## config.mk

```make
export PLATFORM = sky130hd
export DESIGN_NAME = pc_gen
export DESIGN_NICKNAME = d
export VERILOG_FILES = /design/src/rtl/pc_gen.sv
export SDC_FILE = /design/constraint.sdc
export NUM_CORES = 1
export LEC_CHECK = 0
export BUFFER_PORTS_ARGS = -buffer_cell sky130_fd_sc_hd__buf_4
export CELL_PAD_IN_SITES_DETAIL_PLACEMENT = 1
export CELL_PAD_IN_SITES_GLOBAL_PLACEMENT = 2
export CORE_UTILIZATION = 34
export CTS_CLUSTER_DIAMETER = 120
export CTS_CLUSTER_SIZE = 16
export DETAILED_ROUTE_END_ITERATION = 8
export GPL_ROUTABILITY_DRIVEN = 1
export PLACE_DENSITY = 0.85
export SETUP_SLACK_MARGIN = 0.4
export SYNTH_ARGS = -nofsm -noshare
export SYNTH_HDL_FRONTEND = slang
export SYNTH_SLANG_ARGS = --single-unit
```

## constraint.sdc

```tcl
create_clock -name clk -period 7.6 [get_ports clk]
set_clock_uncertainty 0.15 [all_clocks]
set_input_delay 0.76 -clock clk [delete_from_list [all_inputs] [get_ports clk]]
set_output_delay 0.76 -clock clk [all_outputs]
set_load 0.005 [all_outputs]
```

## src/rtl/pc_gen.sv

```systemverilog
// Registered program counter with four next-PC sources, misalignment trap and
// an optional return-address stack enabled by defining PC_RAS_EN.
module pc_gen #(
  parameter int unsigned      WIDTH        = 32,
  parameter logic [WIDTH-1:0] RESET_VECTOR = '0,
  parameter logic [WIDTH-1:0] TRAP_VECTOR  = WIDTH'(4),
  parameter int unsigned      RAS_DEPTH    = 4
) (
  input  logic             clk,
  input  logic             rst_n,
  input  logic             en,
  input  logic [1:0]       PCsrc,
  input  logic [WIDTH-1:0] ImmOp,
  input  logic [WIDTH-1:0] rs1,
  input  logic             is_call,
  output logic [WIDTH-1:0] PC,
  output logic [WIDTH-1:0] PC_plus4,
  output logic             misaligned,
  output logic [WIDTH-1:0] bad_target,
  output logic             ras_empty
);

  logic [WIDTH-1:0] inc;
  logic [WIDTH-1:0] br;
  logic [WIDTH-1:0] jr;
  logic [WIDTH-1:0] ret;
  logic [WIDTH-1:0] target;
  logic             mis;

  assign inc      = PC + WIDTH'(4);
  assign br       = PC + ImmOp;
  assign jr       = (rs1 + ImmOp) & ~WIDTH'(1);
  assign PC_plus4 = inc;

  always_comb begin
    target = inc;
    unique case (PCsrc)
      2'b00: target = inc;
      2'b01: target = br;
      2'b10: target = jr;
      2'b11: target = ret;
    endcase
    mis = (target[1:0] != 2'b00);
  end

  always_ff @(posedge clk or negedge rst_n) begin
    if (!rst_n) begin
      PC         <= RESET_VECTOR;
      misaligned <= 1'b0;
      bad_target <= '0;
    end else begin
      misaligned <= 1'b0;
      if (en) begin
        if (mis) begin
          PC         <= TRAP_VECTOR;
          misaligned <= 1'b1;
          bad_target <= target;
        end else begin
          PC <= target;
        end
      end
    end
  end

`ifdef PC_RAS_EN
  localparam int unsigned PW = (RAS_DEPTH > 1) ? $clog2(RAS_DEPTH) : 1;
  localparam logic [PW:0] FULL = (PW+1)'(RAS_DEPTH);

  logic [WIDTH-1:0] ras_mem [RAS_DEPTH];
  logic [PW-1:0]    top;
  logic [PW-1:0]    top_nxt;
  logic [PW-1:0]    wr_addr;
  logic [PW:0]      count;
  logic [PW:0]      count_nxt;
  logic             wr_en;
  logic             has_entry;

  assign has_entry = (count != '0);
  assign ras_empty = !has_entry;
  // An empty stack falls back to the sequential address rather than trapping.
  assign ret       = has_entry ? ras_mem[top] : inc;

  always_comb begin
    top_nxt   = top;
    count_nxt = count;
    wr_en     = 1'b0;
    wr_addr   = top + PW'(1);
    if (en && !mis) begin
      if (is_call && (PCsrc == 2'b11)) begin
        // Return-and-call: replace the popped entry in place, depth unchanged.
        wr_en   = 1'b1;
        wr_addr = top;
      end else if (is_call) begin
        wr_en   = 1'b1;
        top_nxt = top + PW'(1);
        if (count != FULL) count_nxt = count + (PW+1)'(1);
      end else if ((PCsrc == 2'b11) && has_entry) begin
        top_nxt   = top - PW'(1);
        count_nxt = count - (PW+1)'(1);
      end
    end
  end

  always_ff @(posedge clk or negedge rst_n) begin
    if (!rst_n) begin
      top   <= '0;
      count <= '0;
    end else begin
      top   <= top_nxt;
      count <= count_nxt;
    end
  end

  always_ff @(posedge clk) begin
    if (wr_en) ras_mem[wr_addr] <= inc;
  end
`else
  logic unused_is_call;

  assign unused_is_call = is_call;
  assign ret            = inc;
  assign ras_empty      = 1'b1;
`endif

endmodule

```

==> Word-level counts from Yosys, hierarchy flattened <==
Cells that the tools add are included.
{ "word_totals": {"regBits": 65, "elab_cells": 17, "out_inout_bits": 98} }
{ "op_classes": {"n_eq_ne": 3, "n_reduce_logical": 4, "muxes": 4, "addsub": 3} }
{ "ops": {"columns": ["operator", "n"], "rows": [
  ["$pmux W32 S3", 1],
  ["$add A32 B32 Y32", 2],
  ["$add A32 B3 Y32 const B", 1],
  ["$mux W32", 1],
  ["$eq A2 B2 Y1 const B", 2],
  ["$eq A2 B1 Y1 const B", 1],
  ["$logic_not A2 Y1", 1],
  ["$mux W1", 2],
  ["$reduce_and A2 Y1", 1],
  ["$reduce_bool A2 Y1", 1],
  ["$reduce_or A2 Y1", 1]
]} }

==> Longest topological paths before layout <==
Gate-level depths: netlist (run 1).
{ "logic_depth": {"depth_word": 6, "depth_mapped": 12, "depth_no_buf": 12} }

==> Worst setup path before layout (run 1) <==
No wires, ideal clock.
{ "synth_timing": {"path_kind": "input port to flip-flop", "start": "input port ImmOp[0]", "end": "register PC[30]", "t_arrival_ns": 3.223, "path_buffers": 0, "setup_slack_ns": 4.085, "required_time_ns": 7.308, "cell_stages": 12, "setup_ns": 0.142, "cell_sequence": "ha_1 -> inv_1 -> fa_1 -> nand2b_1 -> a21oi_1 -> o41a_1 -> a211o_1 -> a31o_1 -> a41o_1 -> a221oi_2 -> mux2i_1 -> o32ai_1"} }
{ "synth_via": {"elab_chain_cells": 4, "word_cells_on_any_way": 5, "cone_classes": "add/sub: 2; mux: 2; reduce/logical: 1"} }
{ "synth_lines": {"columns": ["item", "line", "rtl"], "rows": [
  ["start, declared", "13", "input logic [WIDTH-1:0] ImmOp,"],
  ["$add A32 B32 Y32, on equally long branches", "31, 32", null],
  ["$pmux W32 S3 *", "37", "unique case (PCsrc)"],
  ["$reduce_bool A2 Y1", "43", "mis = (target[1:0] != 2'b00);"],
  ["$mux W32 *", "54", "if (mis) begin"],
  ["end signal, assigned", "59", "PC <= target;"],
  ["end, declared", "16", "output logic [WIDTH-1:0] PC,"]
]} }
Every way passes the cells marked *; elsewhere a longest branch is shown, timed or not.
A chain may end at the register's enable or synchronous reset.

==> Worst setup path after layout (run 1) <==
{ "layout_timing": {"start": "input port ImmOp[1]", "end": "register PC[18]"} }
{ "layout_via": {"elab_chain_cells": 4, "word_cells_on_any_way": 5, "cone_classes": "add/sub: 2; mux: 2; reduce/logical: 1"} }
{ "layout_lines": {"columns": ["item", "line"], "rows": [
  ["$add A32 B32 Y32, on equally long branches", "32, 31"],
  ["$pmux W32 S3 *", "37"],
  ["$reduce_bool A2 Y1", "43"],
  ["$mux W32 *", "54"]
]} }
Marks and branches as above.

==> impl_metrics.py, run 1 <==
metrics = {
    "worst_setup_path": {
        "crit_required_ps": 7640,
        "startpoint_type": "input port",
        "crit_fanout": 4,
        "critPathKind": "in2reg",
        "cp-end-kind": "flop",
        "worstPathArrival_ps": 3960,
    },
    "placement": {
        "dpl.cell_count": 1269,
        "dp_hpwl_um": 21900,
        "portBuffers": 165,
        "place_congestion": 0.909,
    },
    "sta": {
        "rsz0062_at_grt": "no",
        "worst_pin_slew_ps": 900,
        "fin_crit_sh": 0.515,
        "finalHoldViolCount": 0,
        "slew_headroom": 0.399,
        "maxSlewViolCount": 0,
        "finalSetupViolCount": 0,
        "hold_ws_ps": 330,
        "setup_tns_ps": 0,
        "fmax_mhz": 255,
        "fin_crit_ps": 3920,
    },
    "floorplan": {
        "core_region_area_sq_mm": 0.0198,
        "die_w_um": 145,
        "start_util": 0.352,
        "rows": 51,
        "die_h_um": 145,
        "fp.dieArea_sq_mm": 0.0210,
        "io_pins": 168,
    },
    "cts": {
        "clock_latency_ps": 340,
        "clockRootBuffer": "clkbuf_16",
        "cts_resized": 0,
        "clk_pin_slew_ps": 60,
        "cts.htree.levels": 3,
        "cts.hold.buffers_added": 0,
        "clock_sinks": 65,
        "cts_buffer_depth": 2,
        "cts_tree": "built",
        "post_cts_buffers": 0,
        "cts_buffers": 9,
    },
    "status": {
        "status": "completed",
    },
    "finish": {
        "utilization": 0.438,
        "insertedDiodeCount": 0,
        "syn_to_final_growth_pct": 24.5,
        "instances_no_fill": 1285,
        "final_nets": 1151,
        "drive_above_1_share": 0.196,
    },
    "synthesis": {
        "synth_top_area_share": 0.234,
        "synth_seq_cells": 65,
        "syn_nets": 1019,
        "synth_sequential_area_ratio": 0.234,
        "synth_edf_count": 0,
        "synthCells": 883,
        "synth_area_leaders": "dfrtp_1 (23%), ha_1 (12%), xnor2_1 (6.5%)",
        "syn_area_per_cell_sq_um": 7.88,
        "async_flop_share": 1.00,
        "post-synth-top-area-cell": "dfrtp_1",
        "synth_ff_type": "dfrtp_1",
        "synthesis.area_sq_mm": 0.00696,
        "ys_types": 78,
        "synth_most_common_cell": "nand2_1",
        "synth.top_cells.by_count": "nand2_1 (91), a21oi_1 (82), dfrtp_1 (65)",
        "ys_warn_count": 0,
    },
    "routing": {
        "wl_per_cell_um": 21.6,
        "drcViolationCount": 0,
        "drt-pass1-iter-count": 5,
        "vias": 7429,
        "drt_iter0_drc": 521,
        "wirelength_um": 27700,
        "viasPerCell": 5.78,
        "drtAntennaViolNets": 0,
    },
    "global_route": {
        "grt_pass1_wl_um": 43000,
        "grt_overflow": 0,
        "grt_start_max_net_pins": 66,
        "grt_pass1_vias": 7458,
        "grtUsageTotal": 0.263,
        "antenna_found_initial": 0,
    },
    "min_path": {
        "min_path_type": "reg2reg",
    },
    "pwr": {
        "p_per_area_mw_per_mm2": 212,
        "vdd_drop_max_v": 0.000113,
        "finalPower_uw": 1840,
        "leakagePower_uw": 0.00400,
    },
    "flow_run": {
        "cap_viol_max_count": 0,
    },
}
[power by group]
part	switching [uW]	internal, uW
clock network	167	240
logic	501	410
registers	98.5	419
[final timing paths]
path	start	to	slack (ps)	cells past startpoint
max	ImmOp[1]	PC[18]$_DFFE_PN0P_	3680	12
min in group asynchronous	rst_n	bad_target[26]$_DFFE_PN0P_	360	1
max in group asynchronous	rst_n	bad_target[13]$_DFFE_PN0P_	6350	1
min	bad_target[24]$_DFFE_PN0P_	bad_target[24]$_DFFE_PN0P_	330	2
min reg2reg	bad_target[24]$_DFFE_PN0P_	bad_target[24]$_DFFE_PN0P_	330	2
max reg2reg	PC[0]$_DFFE_PN0P_	PC[28]$_DFFE_PN0P_	3800	12
[state kept, by name, indices dropped and copies added, names as in the netlist]
name	count
PC	32
bad_target	32
misaligned	1
[metrics by stage]
stage | instance area [sq um] | setup slack, ps
6_report | 8660 | 3680
5_1_grt | 8660 | 3420
4_1_cts | 8660 | 3670
3_5_place_dp | 8370 | 3290
3_3_place_gp | 8370 | 3330
2_1_floorplan | 6960 | 4080
[kinds of logic (layout without fill, tap and decap cells)]
kind of cell	Yosys count	after routing	synth area share
AOI/OAI and AO/OA	321	321	0.305
and+or+nand+nor	270	270	0.193
buffers and inverters	80	217	0.0450
xor gates and xnor gates	75	75	0.0944
adders and majority gates	66	66	0.121
DFF	65	65	0.234
muxes	5	5	0.00755
other	1	1	0.000539
[final cells by class]
cell class / instances / area [sq um]
Inverter: 31 / 116
Clock inverter: 5 / 37.5
Multi-Input combinational cell: 738 / 5020
Fill cell: 2438 / 11100
Sequential cell: 65 / 1630
Timing Repair Buffer: 170 / 1280
Clock buffer: 11 / 253
Tap cell: 265 / 332
[cells in the final DEF (no fill, tap or decap), types with 4 or more instances in the layout]
| cell type | count |
|---|---|
| a31oi_1 | 14 |
| o21ai_0 | 58 |
| dfrtp_1 | 65 |
| o2bb2ai_1 | 13 |
| or4_1 | 4 |
| and2_1 | 4 |
| ha_1 | 63 |
| o22ai_1 | 6 |
| inv_1 | 29 |
| a211oi_1 | 12 |
| a21oi_1 | 82 |
| o21bai_1 | 5 |
| o21a_1 | 7 |
| nor2b_1 | 6 |
| buf_4 | 170 |
| a22o_1 | 6 |
| nand2_1 | 91 |
| o32ai_1 | 4 |
| xor2_1 | 23 |
| o31ai_1 | 7 |
| o21ai_1 | 16 |
| and3_1 | 11 |
| nor3_1 | 9 |
| nand4_1 | 25 |
| xnor2_1 | 52 |
| o211ai_1 | 5 |
| a221oi_1 | 7 |
| clkbuf_16 | 9 |
| and4_1 | 5 |
| nor2_1 | 47 |
| nand2b_1 | 15 |
| or3_1 | 7 |
| a221o_1 | 7 |
| nand3_1 | 29 |
| a21o_1 | 35 |
[worst max-delay path, stage by stage]
cell	delay, ps
buf_4	100
inv_1	80
fa_1	440
nand2b_1	200
a21oi_1	260
o21ai_1	210
o31ai_1	700
a221o_1	300
a31oi_1	110
xnor2_1	170
a221oi_1	460
o22ai_1	170
[layer usage]
metal,up-vias,track usage,part of all wire
li1,3568,-,-
met1,3572,0.384,0.49
met2,256,0.392,0.42
met3,33,0.0450,0.065
met4,0,0.0803,0.022
met5,-,0,0
(Power assumes the default switching activity.)
==> run 2, diff against run 1 <==
--- a/config.mk
+++ b/config.mk
@@ -8,12 +8,12 @@
 export BUFFER_PORTS_ARGS = -buffer_cell sky130_fd_sc_hd__buf_4
 export CELL_PAD_IN_SITES_DETAIL_PLACEMENT = 1
 export CELL_PAD_IN_SITES_GLOBAL_PLACEMENT = 2
-export CORE_UTILIZATION = 34
+export CORE_UTILIZATION = 28
 export CTS_CLUSTER_DIAMETER = 120
 export CTS_CLUSTER_SIZE = 16
 export DETAILED_ROUTE_END_ITERATION = 8
 export GPL_ROUTABILITY_DRIVEN = 1
-export PLACE_DENSITY = 0.85
+export PLACE_DENSITY = 0.74
 export SETUP_SLACK_MARGIN = 0.4
 export SYNTH_ARGS = -nofsm -noshare
 export SYNTH_HDL_FRONTEND = slang
==> constraint.sdc (replaced) <==
create_clock -name clk -period 3.53 [get_ports clk]
set_clock_uncertainty 0.15 [all_clocks]
set_input_delay 0.353 -clock clk [delete_from_list [all_inputs] [get_ports clk]]
set_output_delay 0.353 -clock clk [all_outputs]
set_load 0.005 [all_outputs]
==> run 2 against run 1 <==
  * The run now ends with negative hold slack left
  * Global-route usage down 2.6 points
  * Worst hold slack worse by 350 ps
  * Core utilization down 3.5 points
  * Cell count up 11%
  * Sequential power up 100%
  * Final area up 13%
  * Critical endpoint is now PC[30]$_DFFE_PN0P_
  * Largest cell class unchanged
  * Largest power group unchanged
==> impl_metrics.py, run 2 (synthesis results as in run 1) <==
metrics = {
    "pwr": {
        "swShare": 0.412,
        "p_clk_frac": 0.212,
        "p_sw_uw": 1790,
        "p_int_uw": 2560,
        "vdd_drop_max_v": 0.000228,
        "p_comb_frac": 0.548,
        "leakagePower_uw": 0.00452,
        "p_per_area_mw_per_mm2": 445,
        "pwr-share-seq": 0.241,
    },
    "routing": {
        "drt-pass1-iter-count": 4,
        "viasPerCell": 5.44,
        "drcViolationCount": 0,
        "wirelength_um": 30500,
        "wl_per_cell_um": 21.3,
        "vias": 7763,
        "drtAntennaViolNets": 0,
        "drt_iter0_drc": 492,
    },
    "sta": {
        "maxSlewViolCount": 0,
        "fin_crit_sh": 0.935,
        "fmax_mhz": 303,
        "slew_headroom": 0.407,
        "finalSetupViolCount": 0,
        "hold_ws_ps": -19.1,
        "fin_crit_ps": 3300,
        "rsz0062_at_grt": "yes",
        "finalHoldViolCount": 4,
        "worst_pin_slew_ps": 890,
    },
    "cts": {
        "clockRootBuffer": "clkbuf_16",
        "clock_latency_ps": 330,
        "clk_pin_slew_ps": 60,
        "cts_buffer_depth": 2,
        "clock_sinks": 65,
        "cts.htree.levels": 3,
        "cts_buffers": 9,
        "cts_tree": "built",
        "cts.hold.buffers_added": 0,
    },
    "global_route": {
        "grt_pass1_vias": 7830,
        "grt_start_max_net_pins": 66,
        "grtUsageTotal": 0.237,
        "antenna_found_initial": 0,
        "grt_pass1_wl_um": 47000,
        "grt_overflow": 0,
    },
    "floorplan": {
        "core_region_area_sq_mm": 0.0243,
        "fp.dieArea_sq_mm": 0.0255,
        "die_h_um": 160,
        "start_util": 0.286,
        "io_pins": 168,
        "die_w_um": 160,
        "rows": 57,
    },
    "worst_setup_path": {
        "critPathKind": "reg2reg",
        "worstPathArrival_ps": 3350,
        "cp_slowest_stage_delay_ps": 400,
        "crit_chain": "ha_2 -> inv_2 -> fa_2 -> nand2b_4 -> a21oi_4 -> o41a_1 -> buf_4 -> a211o_1 -> a31o_1 -> a41o_1 -> a221oi_2 -> mux2i_2 -> o32ai_1",
        "cp_slowest_cell": "o41a_1",
        "cp-end-kind": "flop",
        "worst-path-buf-inv": 2,
        "crit_required_ps": 3580,
        "cp_top_family": "compound AO/OA/AOI/OAI gates",
        "startpoint_type": "flop",
        "crit_fanout": 3,
    },
    "placement": {
        "dp_hpwl_um": 24700,
        "portBuffers": 165,
        "postPlaceCellArea_sq_mm": 0.00901,
        "place_congestion": 0.860,
    },
    "finish": {
        "layout_common_cells": "buf_4 (250), nand2_1 (91), a21oi_1 (76)",
        "design_area_sq_mm": 0.00979,
        "syn_to_final_growth_pct": 40.8,
        "drive_above_1_share": 0.306,
        "insertedDiodeCount": 0,
        "utilization": 0.403,
        "reg.largest.list": "PC x32, bad_target x32, misaligned x1",
        "final_common_cell": "buf_4",
        "final_nets": 1235,
    },
    "status": {
        "status": "finished with violations",
        "failed_checks": "negative hold slack",
    },
    "min_path": {
        "min_path_type": "in2async",
    },
    "flow_run": {
        "cap_viol_max_count": 0,
    },
}
-- run 2: cell count changes in the layout (fill, tap and decap cells not counted), sizes merged --
cell	previous run	this run
inv	32	33
clkbuf	11	9
clkinv	2	4
buf	170	254
clkinvlp	2	0
bufinv	0	1
-- run 2: final timing paths --
kind / startpoint / to / slack [ps] / cells past startpoint
worst max register to register: PC[0]$_DFFE_PN0P_ / PC[30]$_DFFE_PN0P_ / 230 / 13
worst min register to register: bad_target[4]$_DFFE_PN0P_ / bad_target[4]$_DFFE_PN0P_ / 330 / 2
worst min-delay path: rst_n / bad_target[9]$_DFFE_PN0P_ / -20 / 1
max in group asynchronous: rst_n / bad_target[23]$_DFFE_PN0P_ / 2660 / 1
worst max-delay path: PC[0]$_DFFE_PN0P_ / PC[30]$_DFFE_PN0P_ / 230 / 13
min in group clk: en / PC[1]$_DFFE_PN0P_ / 250 / 2
-- run 2: timing repair --
| item | in CTS | in global routing |
|---|---|---|
| setup buffers | 5 | 6 |
| hold endpoints to repair | 0 | 0 |
| gates resized for setup | 30 | 42 |
| setup endpoints to repair | 23 | 37 |
| pin swaps | 22 | 31 |
-- run 2: worst reg2reg max path, cell delays in order (launching register included) --
cell,delay [ps]
dfrtp_1,380
ha_2,180
inv_2,60
fa_2,200
nand2b_4,140
a21oi_4,60
o41a_1,400
buf_4,170
a211o_1,300
a31o_1,210
a41o_1,230
a221oi_2,300
mux2i_2,280
o32ai_1,110
-- run 2: power groups by stage --
stage | combinational (uW) | sequential (uW) | clock [uW]
finish | 2380 | 1050 | 921
global route | 2590 | 1070 | 955
CTS | 2300 | 1050 | 934
floorplan | 1140 | 1060 | 0
global placement | 2210 | 1050 | 0
detailed placement | 2220 | 1060 | 0
-- run 2: final cells by class --
class,instances,area [sq um]
clock buffers,9,225
well taps,324,405
flip-flops and latches,65,1630
repair buffers,254,1930
multi-input cells,738,5410
clock inverters,7,75.1
inverters,31,116
fillers,2942,14500
-- run 2: metal layers --
metal  vias up  wire [um]  track usage  part of all wire
met4         0        317       0.0389             0.010
met5         -          0            0                 0
li1       3729          -            -                 -
met3        18       1540       0.0255             0.050
met2       203      13600        0.376              0.45
met1      3813      15000        0.350              0.49
-- run 2: stage by stage --
stage	TNS (ps)	setup WS, ps	hold WS, ps	cells	power [uW]
2_1_floorplan	0	421	-92.6	883	2190
5_1_grt	0	125	46.1	1428	4620
3_3_place_gp	-213	-62.3	316	1401	3260
3_5_place_dp	-387	-121	321	1401	3280
6_report	0	228	-19.1	1428	4350
4_1_cts	0	198	22.1	1422	4280
